===== src/rtl/brick_pkg.sv =====
// Shared types, axis codes and brick-index helpers for the brick-field controller.
package brick_pkg;

  typedef enum logic [1:0] {IDLE, PROBE, COMMIT, LOAD} brick_state_t;

  localparam int DIR_DOWN_BIT  = 1;
  localparam int DIR_RIGHT_BIT = 0;

  localparam logic [1:0] AXIS_NONE = 2'b00;
  localparam logic [1:0] AXIS_VERT = 2'b01;
  localparam logic [1:0] AXIS_HORZ = 2'b10;
  localparam logic [1:0] AXIS_DIAG = 2'b11;

  function automatic int calc_bpr(input int grid_cols, input int brick_w);
    return grid_cols / brick_w;
  endfunction

  function automatic int calc_n(input int brick_rows, input int grid_cols, input int brick_w);
    return brick_rows * calc_bpr(grid_cols, brick_w);
  endfunction

  function automatic int calc_index(input int r, input int c, input int row_offset,
                                    input int bpr, input int brick_w);
    return (r - row_offset) * bpr + c / brick_w;
  endfunction

  function automatic logic cell_valid(input int r, input int c, input int row_offset,
                                      input int brick_rows, input int grid_cols);
    return (r >= row_offset) && (r < row_offset + brick_rows) && (c >= 0) && (c < grid_cols);
  endfunction

endpackage


===== src/rtl/brick_field_ctrl_probe_addr.sv =====
// Maps the latched ball position, direction and probe step to a candidate brick.
module brick_probe_addr
  import brick_pkg::*;
#(
  parameter int GRID_COLS  = 16,
  parameter int BRICK_W    = 2,
  parameter int BRICK_ROWS = 7,
  parameter int ROW_OFFSET = 1,
  parameter int POS_W      = 4,
  parameter int IDX_W      = 6
) (
  input  logic [POS_W-1:0] row,
  input  logic [POS_W-1:0] col,
  input  logic [1:0]       dir,
  input  logic [1:0]       idx,
  output logic             valid,
  output logic [IDX_W-1:0] brick_index,
  output logic [1:0]       axis
);

  localparam int BPR = calc_bpr(GRID_COLS, BRICK_W);

  int   dy, dx, cand_r, cand_c, cand_idx, base_idx;
  logic cand_ok, base_ok;

  // Integer coordinates cannot wrap, so off-field neighbours simply fail the band test.
  // Horizontal steps that stay inside the unshifted brick are rejected as duplicates.
  always_comb begin
    dy       = dir[DIR_DOWN_BIT] ? 1 : -1;
    dx       = dir[DIR_RIGHT_BIT] ? 1 : -1;
    cand_r   = int'(row) + (idx[0] ? dy : 0);
    cand_c   = int'(col) + (idx[1] ? dx : 0);
    cand_idx = calc_index(cand_r, cand_c, ROW_OFFSET, BPR, BRICK_W);
    base_idx = calc_index(cand_r, int'(col), ROW_OFFSET, BPR, BRICK_W);
    cand_ok  = cell_valid(cand_r, cand_c, ROW_OFFSET, BRICK_ROWS, GRID_COLS);
    base_ok  = cell_valid(cand_r, int'(col), ROW_OFFSET, BRICK_ROWS, GRID_COLS);
    valid       = cand_ok && !(idx[1] && base_ok && (cand_idx == base_idx));
    brick_index = IDX_W'(cand_idx);
    case (idx)
      2'd0, 2'd1: axis = AXIS_VERT;
      2'd2:       axis = AXIS_HORZ;
      default:    axis = AXIS_DIAG;
    endcase
  end

endmodule


===== src/rtl/brick_field_ctrl.sv =====
// Brick-field manager: hit-point array, probe FSM for ball hits, combo score and level reload.
module brick_field_ctrl
  import brick_pkg::*;
#(
  parameter int GRID_COLS  = 16,
  parameter int BRICK_W    = 2,
  parameter int BRICK_ROWS = 7,
  parameter int ROW_OFFSET = 1,
  parameter int POS_W      = 4,
  parameter int HP_W       = 2,
  parameter int INIT_HP    = 1,
  parameter int COMBO_MAX  = 4,
  parameter int SCORE_W    = 10,
  localparam int N       = calc_n(BRICK_ROWS, GRID_COLS, BRICK_W),
  localparam int CNT_W   = $clog2(N + 1),
  localparam int COMBO_W = $clog2(COMBO_MAX + 1)
) (
  input  logic               clock,
  input  logic               reset,
  input  logic               hit_valid,
  output logic               hit_ready,
  input  logic [POS_W-1:0]   hit_row,
  input  logic [POS_W-1:0]   hit_col,
  input  logic [1:0]         hit_dir,
  input  logic               paddle_hit,
  input  logic               level_load,
  input  logic [HP_W-1:0]    level_hp,
  output logic               hit_ack,
  output logic               hit_bounce,
  output logic [1:0]         hit_axis,
  output logic [N-1:0]       brick_alive,
  output logic [CNT_W-1:0]   bricks_left,
  output logic [SCORE_W-1:0] score,
  output logic [COMBO_W-1:0] combo,
  output logic               level_clear,
  output logic               busy
);

  localparam int IDX_W = (N > 1) ? $clog2(N) : 1;
  localparam logic [CNT_W-1:0]   FULL_CNT  = CNT_W'(N);
  localparam logic [IDX_W-1:0]   LAST_IDX  = IDX_W'(N - 1);
  localparam logic [COMBO_W-1:0] COMBO_ONE = COMBO_W'(1);
  localparam logic [COMBO_W-1:0] COMBO_TOP = COMBO_W'(COMBO_MAX);
  localparam logic [SCORE_W-1:0] SCORE_TOP = '1;

  brick_state_t state, next_state;

  logic [HP_W-1:0]  hp [N];
  logic [POS_W-1:0] lat_row, lat_col;
  logic [1:0]       lat_dir, probe_idx, found_axis, probe_axis;
  logic [IDX_W-1:0] load_idx, hit_brick, probe_index;
  logic             hit_found, probe_valid, probe_live;
  logic [SCORE_W:0] score_sum;

  brick_probe_addr #(
    .GRID_COLS (GRID_COLS),
    .BRICK_W   (BRICK_W),
    .BRICK_ROWS(BRICK_ROWS),
    .ROW_OFFSET(ROW_OFFSET),
    .POS_W     (POS_W),
    .IDX_W     (IDX_W)
  ) u_probe_addr (
    .row        (lat_row),
    .col        (lat_col),
    .dir        (lat_dir),
    .idx        (probe_idx),
    .valid      (probe_valid),
    .brick_index(probe_index),
    .axis       (probe_axis)
  );

  assign probe_live = probe_valid && (hp[probe_index] != '0);
  assign score_sum  = {1'b0, score} + (SCORE_W+1)'(combo);
  assign hit_ready  = (state == IDLE) && !level_load;
  assign busy       = (state != IDLE);

  for (genvar g = 0; g < N; g++) begin : g_alive
    assign brick_alive[g] = (hp[g] != '0);
  end

  always_ff @(posedge clock or negedge reset) begin
    if (!reset) state <= IDLE;
    else        state <= next_state;
  end

  always_comb begin
    next_state = state;
    case (state)
      IDLE: begin
        if (level_load)     next_state = LOAD;
        else if (hit_valid) next_state = PROBE;
      end
      PROBE:   if (probe_live || (probe_idx == 2'd3)) next_state = COMMIT;
      COMMIT:  next_state = IDLE;
      LOAD:    if (load_idx == LAST_IDX) next_state = IDLE;
      default: next_state = IDLE;
    endcase
  end

  // Paddle contact is applied last so it overrides any combo bump from the same cycle.
  always_ff @(posedge clock or negedge reset) begin
    if (!reset) begin
      for (int i = 0; i < N; i++) hp[i] <= HP_W'(INIT_HP);
      bricks_left <= (INIT_HP == 0) ? '0 : FULL_CNT;
      level_clear <= (INIT_HP == 0);
      score       <= '0;
      combo       <= COMBO_ONE;
      hit_ack     <= 1'b0;
      hit_bounce  <= 1'b0;
      hit_axis    <= AXIS_NONE;
      lat_row     <= '0;
      lat_col     <= '0;
      lat_dir     <= '0;
      probe_idx   <= '0;
      load_idx    <= '0;
      hit_found   <= 1'b0;
      hit_brick   <= '0;
      found_axis  <= AXIS_NONE;
    end else begin
      hit_ack     <= 1'b0;
      level_clear <= (bricks_left == '0);
      case (state)
        IDLE: begin
          if (level_load) begin
            load_idx <= '0;
          end else if (hit_valid) begin
            lat_row   <= hit_row;
            lat_col   <= hit_col;
            lat_dir   <= hit_dir;
            probe_idx <= '0;
          end
        end
        PROBE: begin
          if (probe_live) begin
            hit_found  <= 1'b1;
            hit_brick  <= probe_index;
            found_axis <= probe_axis;
          end else if (probe_idx == 2'd3) begin
            hit_found <= 1'b0;
          end else begin
            probe_idx <= probe_idx + 2'd1;
          end
        end
        COMMIT: begin
          if (hit_found) begin
            hp[hit_brick] <= hp[hit_brick] - HP_W'(1);
            if (hp[hit_brick] == HP_W'(1)) begin
              score       <= score_sum[SCORE_W] ? SCORE_TOP : score_sum[SCORE_W-1:0];
              combo       <= (combo >= COMBO_TOP) ? COMBO_TOP : combo + COMBO_ONE;
              bricks_left <= bricks_left - CNT_W'(1);
            end
          end
          hit_ack    <= 1'b1;
          hit_bounce <= hit_found;
          hit_axis   <= hit_found ? found_axis : AXIS_NONE;
        end
        LOAD: begin
          hp[load_idx] <= level_hp;
          load_idx     <= load_idx + IDX_W'(1);
          if (load_idx == LAST_IDX) begin
            bricks_left <= (level_hp != '0) ? FULL_CNT : '0;
            combo       <= COMBO_ONE;
          end
        end
        default: ;
      endcase
      if (paddle_hit) combo <= COMBO_ONE;
    end
  end

endmodule


===== config.mk =====
export PLATFORM = sky130hd
export DESIGN_NAME = brick_field_ctrl
export DESIGN_NICKNAME = d
export VERILOG_FILES = /design/src/rtl/brick_pkg.sv /design/src/rtl/brick_field_ctrl_probe_addr.sv /design/src/rtl/brick_field_ctrl.sv
export SDC_FILE = /design/constraint.sdc
export NUM_CORES = 1
export LEC_CHECK = 0
export CAP_MARGIN = 15
export CORE_MARGIN = 10
export CORE_UTILIZATION = 59
export DETAILED_ROUTE_END_ITERATION = 7
export PLACE_DENSITY_LB_ADDON = 0.3
export SLEW_MARGIN = 20
export SYNTH_ARGS = -nofsm -noshare
export SYNTH_HDL_FRONTEND = slang
export SYNTH_SLANG_ARGS = --single-unit

===== constraint.sdc =====
create_clock -name clock -period 11.7 [get_ports clock]
set_clock_uncertainty 0.15 [all_clocks]
set_input_delay 1.755 -clock clock [delete_from_list [all_inputs] [get_ports clock]]
set_output_delay 1.755 -clock clock [all_outputs]
set_load 0.05 [all_outputs]

==> metrics.txt, run 1 <==
status=completed; Worst Setup Path Type=reg -> reg; total setup buffers inserted after CTS=0; Clock transition at path regs=~0.07 ns; crit share post-route=roughly 66%; startpoint types=flop; row cnt=57; H-Tree Depth=4; most frequent cells in the layout=nor2_1 (286), nand2_1 (200), a21oi_1 (193); ys async rst share=100.0%; Worst-Skew Late Latency=0.44 ns; dpl hpwl=37470 µm; share of cells above drive strength 1=12.42%; ys flop type=dfrtp_1; Final min period=slightly below 8 ns; Num CTS Buffers=17; Post-DRT Antenna Nets=0; RSZ-0062 raised after global routing=no; syn_area_per_cell=a little under 8 µm²; Worst EP arrival=just under 8 ns; Final Hold Vio Count=0; routed len/inst=23.86 µm; DRT iter0 DRCs=2221; FMAX=approximately 130 MHz; Critical Path Fanout Max=20; Hold Slack=between 0.3 and 0.4 ns; Ports=99; die area=just over 30000 µm²; antenna violations before repair=0; relative slew slack=between 10% and 20%; Hold Path Class=reg -> reg; Total Neg Setup Slack=0 ns; DRC violation count after routing=0; first-pass iteration count of the detailed router=7; Pins Over Slew Limit=0; Worst setup EP type=flop; Design Area, Final=around 16000 µm²; GRT Util Overall=around a third; core area=between 20000 and 25000 µm²; grt total ovfl=0; n_diodes=0; I/O Buffers=between 90 and 100; number of library cell types mapped by synthesis=95; DP Area=around 16000 µm²; leading cell type in the layout, fill and taps excluded=nor2_1; Die Y=around 180 µm; P&R area growth vs syn=12.58%; Placed Cells=between 2000 and 2500; Clock Sink Count=roughly 170; largest net degree at the start of global routing=just over 100; count of state elements after synthesis=approximately 170; Clock Tree Buf Depth=2; CTS Hold Buffers Added=0; Post-synth EDFFs=0; Least-Margin Pin Slew=1.202 ns; Pleak=between 6 and 7 nW; number of global-route vias before repair=approximately 15000; CTS tree=done; total routed wirelength=~53000 µm; CTS resizes=0; nets@finish=around 2000; syn nets=1920; sequential area share after synthesis=just under 30%; Required @ worst endpoint=between 10 and 15 ns; routed via count=about 16000; die width=between 150 and 200 µm; Max Cap Violations=0; Initial Util=roughly three fifths; Syn Inst Count=around 1800; final setup violation count=0; Netlist Area Pre-Place=around 14000 µm²; vias per cell=7.000; CTS root buffer=clkbuf_16; maximum ir drop on the vdd rail=0.08783 mV; Syn. warnings=0; PwrDens=about 110 nW/µm²; first-pass GRT wire length=just over 80000 µm; Final Non-Filler Cells=~2200; GP Congestion=roughly 1.1
final timing paths:
check | startpoint | endpoint | slack (ns) | depth (start not counted)
max | probe_idx[1] | hit_brick[1] | 3.93 | 19
min | hit_axis[0] | hit_axis[0] | 0.33 | 2
max reg2reg | probe_idx[1] | hit_brick[1] | 3.93 | 19
min reg2reg | hit_axis[0] | hit_axis[0] | 0.33 | 2
max in group asynchronous | reset | hp[91] | 8.65 | 2
min in group asynchronous | reset | bricks_left[1] | 1.25 | 1
flip-flops by register name, summed over array words and instances (netlist names), 2 cells and up:
name and cells:
bricks_left 6, combo 3, found_axis 2, hit_axis 2, hit_brick 6, hp 112, lat_col 4, lat_dir 2
lat_row 4, load_idx 6, probe_idx 2, score 10, state 2
layer usage:
metal / up-vias / GRT usage, % / part of all wire [%]
met4: 0 / 20.06 / 6.9
met2: 1129 / 52.56 / 45
met5: - / 0 / 0
li1: 6749 / - / -
met1: 7315 / 38.58 / 36
met3: 320 / 10.36 / 12
power breakdown:
group	internal (mW)	switching (mW)
Sequential	0.595	0.0200
Clock	0.287	0.287
Combinational	0.248	0.421
cells in the mapped netlist (all sizes together) (6+ instances only):
cell type  number  area [µm²]
o211ai         11       82.58
mux4           10       225.2
and2           10       62.56
nand2b         11       68.82
and3           19       118.9
o21a            6       45.04
mux2i          21       235.2
or2            54       337.8
nand2         200       750.7
a21oi         194       974.7
a221oi         15       131.4
dfstp          60        1577
nor2          287        1077
nand3          42       227.7
xor2           28       252.8
mux2           21       255.2
xnor2          37       331.6
o2111ai         6       52.55
and4            6       52.55
nand4          25       171.4
a22o           13       113.9
ha             66       825.8
a211oi          8       70.06
o31ai           7       57.55
or4             6       45.04
clkbuf         79       296.5
a31oi          13       81.33
xnor3           8       180.2
nor2b           8       50.05
inv            52       202.7
or3            11       75.07
a21o           17       127.6
a22oi          99       757.0
a41oi           7       61.31
dfrtp         105        2628
nor3b          12       90.09
nor3           32       165.2
buf            14       86.33
o21ai         126       634.4
nor4           18       143.9
worst max-delay path: stages (launching register included):
cell and delay, ns:
dfrtp_1 0.49, nor2b_1 0.17, buf_4 0.26, ha_1 0.29
a211oi_1 0.42, nor2_1 0.32, a21oi_1 0.22, ha_1 0.49
and2_1 0.21, ha_1 0.22, ha_1 0.51, xor2_1 0.37
xnor2_4 0.73, mux4_2 0.58, mux2_2 0.30, o311a_1 0.28
o21ai_0 0.17, nor3b_1 0.44, o311a_1 0.64, mux2_4 0.35
metrics by stage:
stage | total power, mW | setup slack [ns] | utilization (%)
final | 1.857 | 3.931 | 66.93
after global routing | 1.920 | 3.603 | 66.93
after CTS | 1.832 | 4.089 | 66.89
after detailed placement | 1.268 | 4.174 | 64.44
after global placement | 1.264 | 3.988 | 64.37
after floorplan | 1.081 | 5.597 | -
kinds of logic (layout without fill, tap and decap cells):
| kind of cell | count (synthesis) | after routing | synth area share (%) |
|---|---|---|---|
| xor gates and xnor gates | 73 | 73 | 5.319 |
| AOI/OAI and AO/OA | 568 | 568 | 24.98 |
| adders and majority gates | 68 | 68 | 6.024 |
| buffers and inverters | 145 | 202 | 4.074 |
| and+or+nand+nor | 764 | 764 | 25.37 |
| muxes | 52 | 52 | 4.979 |
| DFF | 165 | 165 | 29.25 |
layout make-up:
type / count / area (µm²)
fill: 2035 / 7995
clock buffer: 18 / 429.2
clock inverter: 14 / 162.7
tap: 324 / 405.4
sequential: 165 / 4204
inverter: 52 / 202.7
timing repair buffer: 118 / 1132
multi-input combinational: 1525 / 9646
Note: power is estimated with default switching activity, not from simulation.
==> run 2: changes to the inputs <==
==> constraint.sdc (replaced) <==
create_clock -name clock -period 7.45 [get_ports clock]
set_clock_uncertainty 0.15 [all_clocks]
set_input_delay 1.1175 -clock clock [delete_from_list [all_inputs] [get_ports clock]]
set_output_delay 1.1175 -clock clock [all_outputs]
set_load 0.05 [all_outputs]
==> metrics.txt, run 2 (synthesis results as in run 1) <==
CTS Hold Buffers Added=0 (unchanged); GRT Util Overall=32.68% (-0.42 points); die width=176.1 µm (unchanged); Critical Path Fanout Max=9 (-55%); Reg area=4204 µm² (unchanged); Clock Sink Count=165 (unchanged); routed len/inst=23.46 µm (-1.7%); die area=31010 µm² (unchanged); Die Y=176.1 µm (unchanged); DRC violation count after routing=0 (unchanged); routed via count=15330 (-1.2%); number of global-route vias before repair=14640 (-0.56%); FMAX=144.8 MHz (+12%); Pwr Total=2.965 mW (+60%); Ports=99 (unchanged); grt total ovfl=0 (unchanged); I/O Buffers=98 (unchanged); Worst EP arrival=7.08 ns (-0.85 ns); Final Hold Vio Count=0 (unchanged); Final min period=6.907 ns (-0.8620 ns); cell repeated most along the worst path=ha_1; Hold Path Class=reg -> reg; n_diodes=0 (unchanged); status=completed; Clock transition at path regs=0.07 ns (about the same); startpoint types=flop; PwrDens=182.5 nW/µm² (+59%); Post-DRT Antenna Nets=0 (unchanged); H-Tree Depth=4 (unchanged); Worst Setup Path Type=reg -> reg; most frequent cells in the layout=nor2_1 (287), nand2_1 (200), a21oi_1 (193); relative slew slack=22.35% (+2.7 points); Clock Tree Buf Depth=2 (unchanged); Top reg by flops=hp; Total Neg Setup Slack=0 ns (unchanged); Num CTS Buffers=17 (unchanged); dpl hpwl=37790 µm (+0.87%); crit share post-route=92.71% (+26 points); Multi-input gate area=9643 µm² (about the same); first-pass GRT wire length=81010 µm (-1.3%); core area=24180 µm² (unchanged); largest net degree at the start of global routing=86 (-17%); RSZ-0062 raised after global routing=no; Initial Util=59.45% (unchanged); final setup violation count=0 (unchanged); vias per cell=6.888 (-1.6%); first-pass iteration count of the detailed router=7 (unchanged); share of cells above drive strength 1=12.84% (+0.41 points); total routed wirelength=52210 µm (-1.3%); Regs by FF count=hp x112, score x10; slowest CP cell=o311a_1; row cnt=57 (unchanged); total setup buffers inserted after CTS=0 (unchanged); P&R area growth vs syn=13.01%; max incr delay on CP=0.54 ns (-0.19 ns); Worst setup EP type=flop; Pins Over Slew Limit=0 (unchanged); CTS tree=done; antenna violations before repair=1 (+1); Required @ worst endpoint=7.62 ns (-4.24 ns); Buf/Inv on CP=0 (-1); Hold Slack=0.3245 ns (-0.006161 ns); GP Congestion=1.063 (-2.9%); DRT iter0 DRCs=2222 (+0.045%); Fillers=1984 (-2.5%); cell breakdown of the critical path=nand2b_2 > xnor2_1 > ha_1 > or4_1 > nand2_1 > ha_1 > nand2_1 > nor2_1 > and3_1 > nand3_4 > nor4_2 > xor2_1 > ha_1 > a21oi_1 > o21ai_0 > a211o_1 > a221oi_1 > nand4_1 > mux2i_1 > nand3_1 > or4b_1 > o311a_1 > mux2_4; nets@finish=1973 (+0.46%); CTS root buffer=clkbuf_16; CP delay by family, top=simple AND/OR/NAND/NOR gates; Max Cap Violations=0 (unchanged); Least-Margin Pin Slew=1.156 ns (-0.04593 ns); Largest register FFs=112 (unchanged); Pleak=6.491 nW (+1.0%); maximum ir drop on the vdd rail=0.1444 mV (+64%); leading cell type in the layout, fill and taps excluded=nor2_1; Worst-Skew Late Latency=0.45 ns (about the same)
==> run 2: changes by cell type in the layout (fill, tap and decap cells not counted), sizes merged <==
cell / previous run / this run
buf: 21 / 30
bufinv: 0 / 1
clkinv: 6 / 1
inv: 58 / 62
==> run 2: area by class of cell <==
type | instances | share of cell area, %
clock buffers | 18 | 2.642
clock inverters | 14 | 0.9628
inverters | 52 | 1.248
multi-input cells | 1525 | 59.36
flip-flops and latches | 165 | 25.88
well taps | 324 | 2.496
repair buffers | 127 | 7.410
==> run 2: per-layer routing <==
layer  routed length [µm]  GRT usage (%)
met1                18790          39.94
met2                23540          51.69
met3                 6439          8.650
met4                 3438          17.91
met5                    0              0
==> run 2: worst paths after layout <==
path	cells past startpoint	slack, ns	from	to
worst max-delay path	23	0.54	lat_dir[1]	hit_brick[5]
worst min-delay path	2	0.32	hit_axis[1]	hit_axis[1]
max in group asynchronous	2	5.33	reset	hp[101]
worst max register to register	23	0.54	lat_dir[1]	hit_brick[5]
min in group asynchronous	1	0.59	reset	level_clear
worst min register to register	2	0.32	hit_axis[1]	hit_axis[1]
==> run 2: where the power goes <==
group          switching, mW  internal, mW
clock network          0.431         0.479
registers             0.0306         0.934
logic                  0.687         0.403
total                   1.15          1.82
==> run 2: tightest hold or removal path, stage by stage, from the launching register on <==
cell     delay, ns
dfrtp_1       0.35
nand2_1       0.05
nand2_1       0.05
==> run 2: repair_timing <==
action	CTS	global route
endpoints found under the hold margin	0	0
gates resized for setup	0	2
setup endpoints to repair	0	5
==> run 2: per-stage QoR <==
| stage | util (%) | cell area (µm²) | std cells | setup WS, ns |
|---|---|---|---|---|
| after floorplan | - | 14370 | 1835 | 1.347 |
| after global placement | 64.64 | 15630 | 2193 | 0.7009 |
| after detailed placement | 64.64 | 15630 | 2193 | 0.4853 |
| after CTS | 67.07 | 16210 | 2225 | 0.4484 |
| after global routing | 67.19 | 16240 | 2225 | 0.06443 |
| final | 67.19 | 16240 | 2225 | 0.5432 |
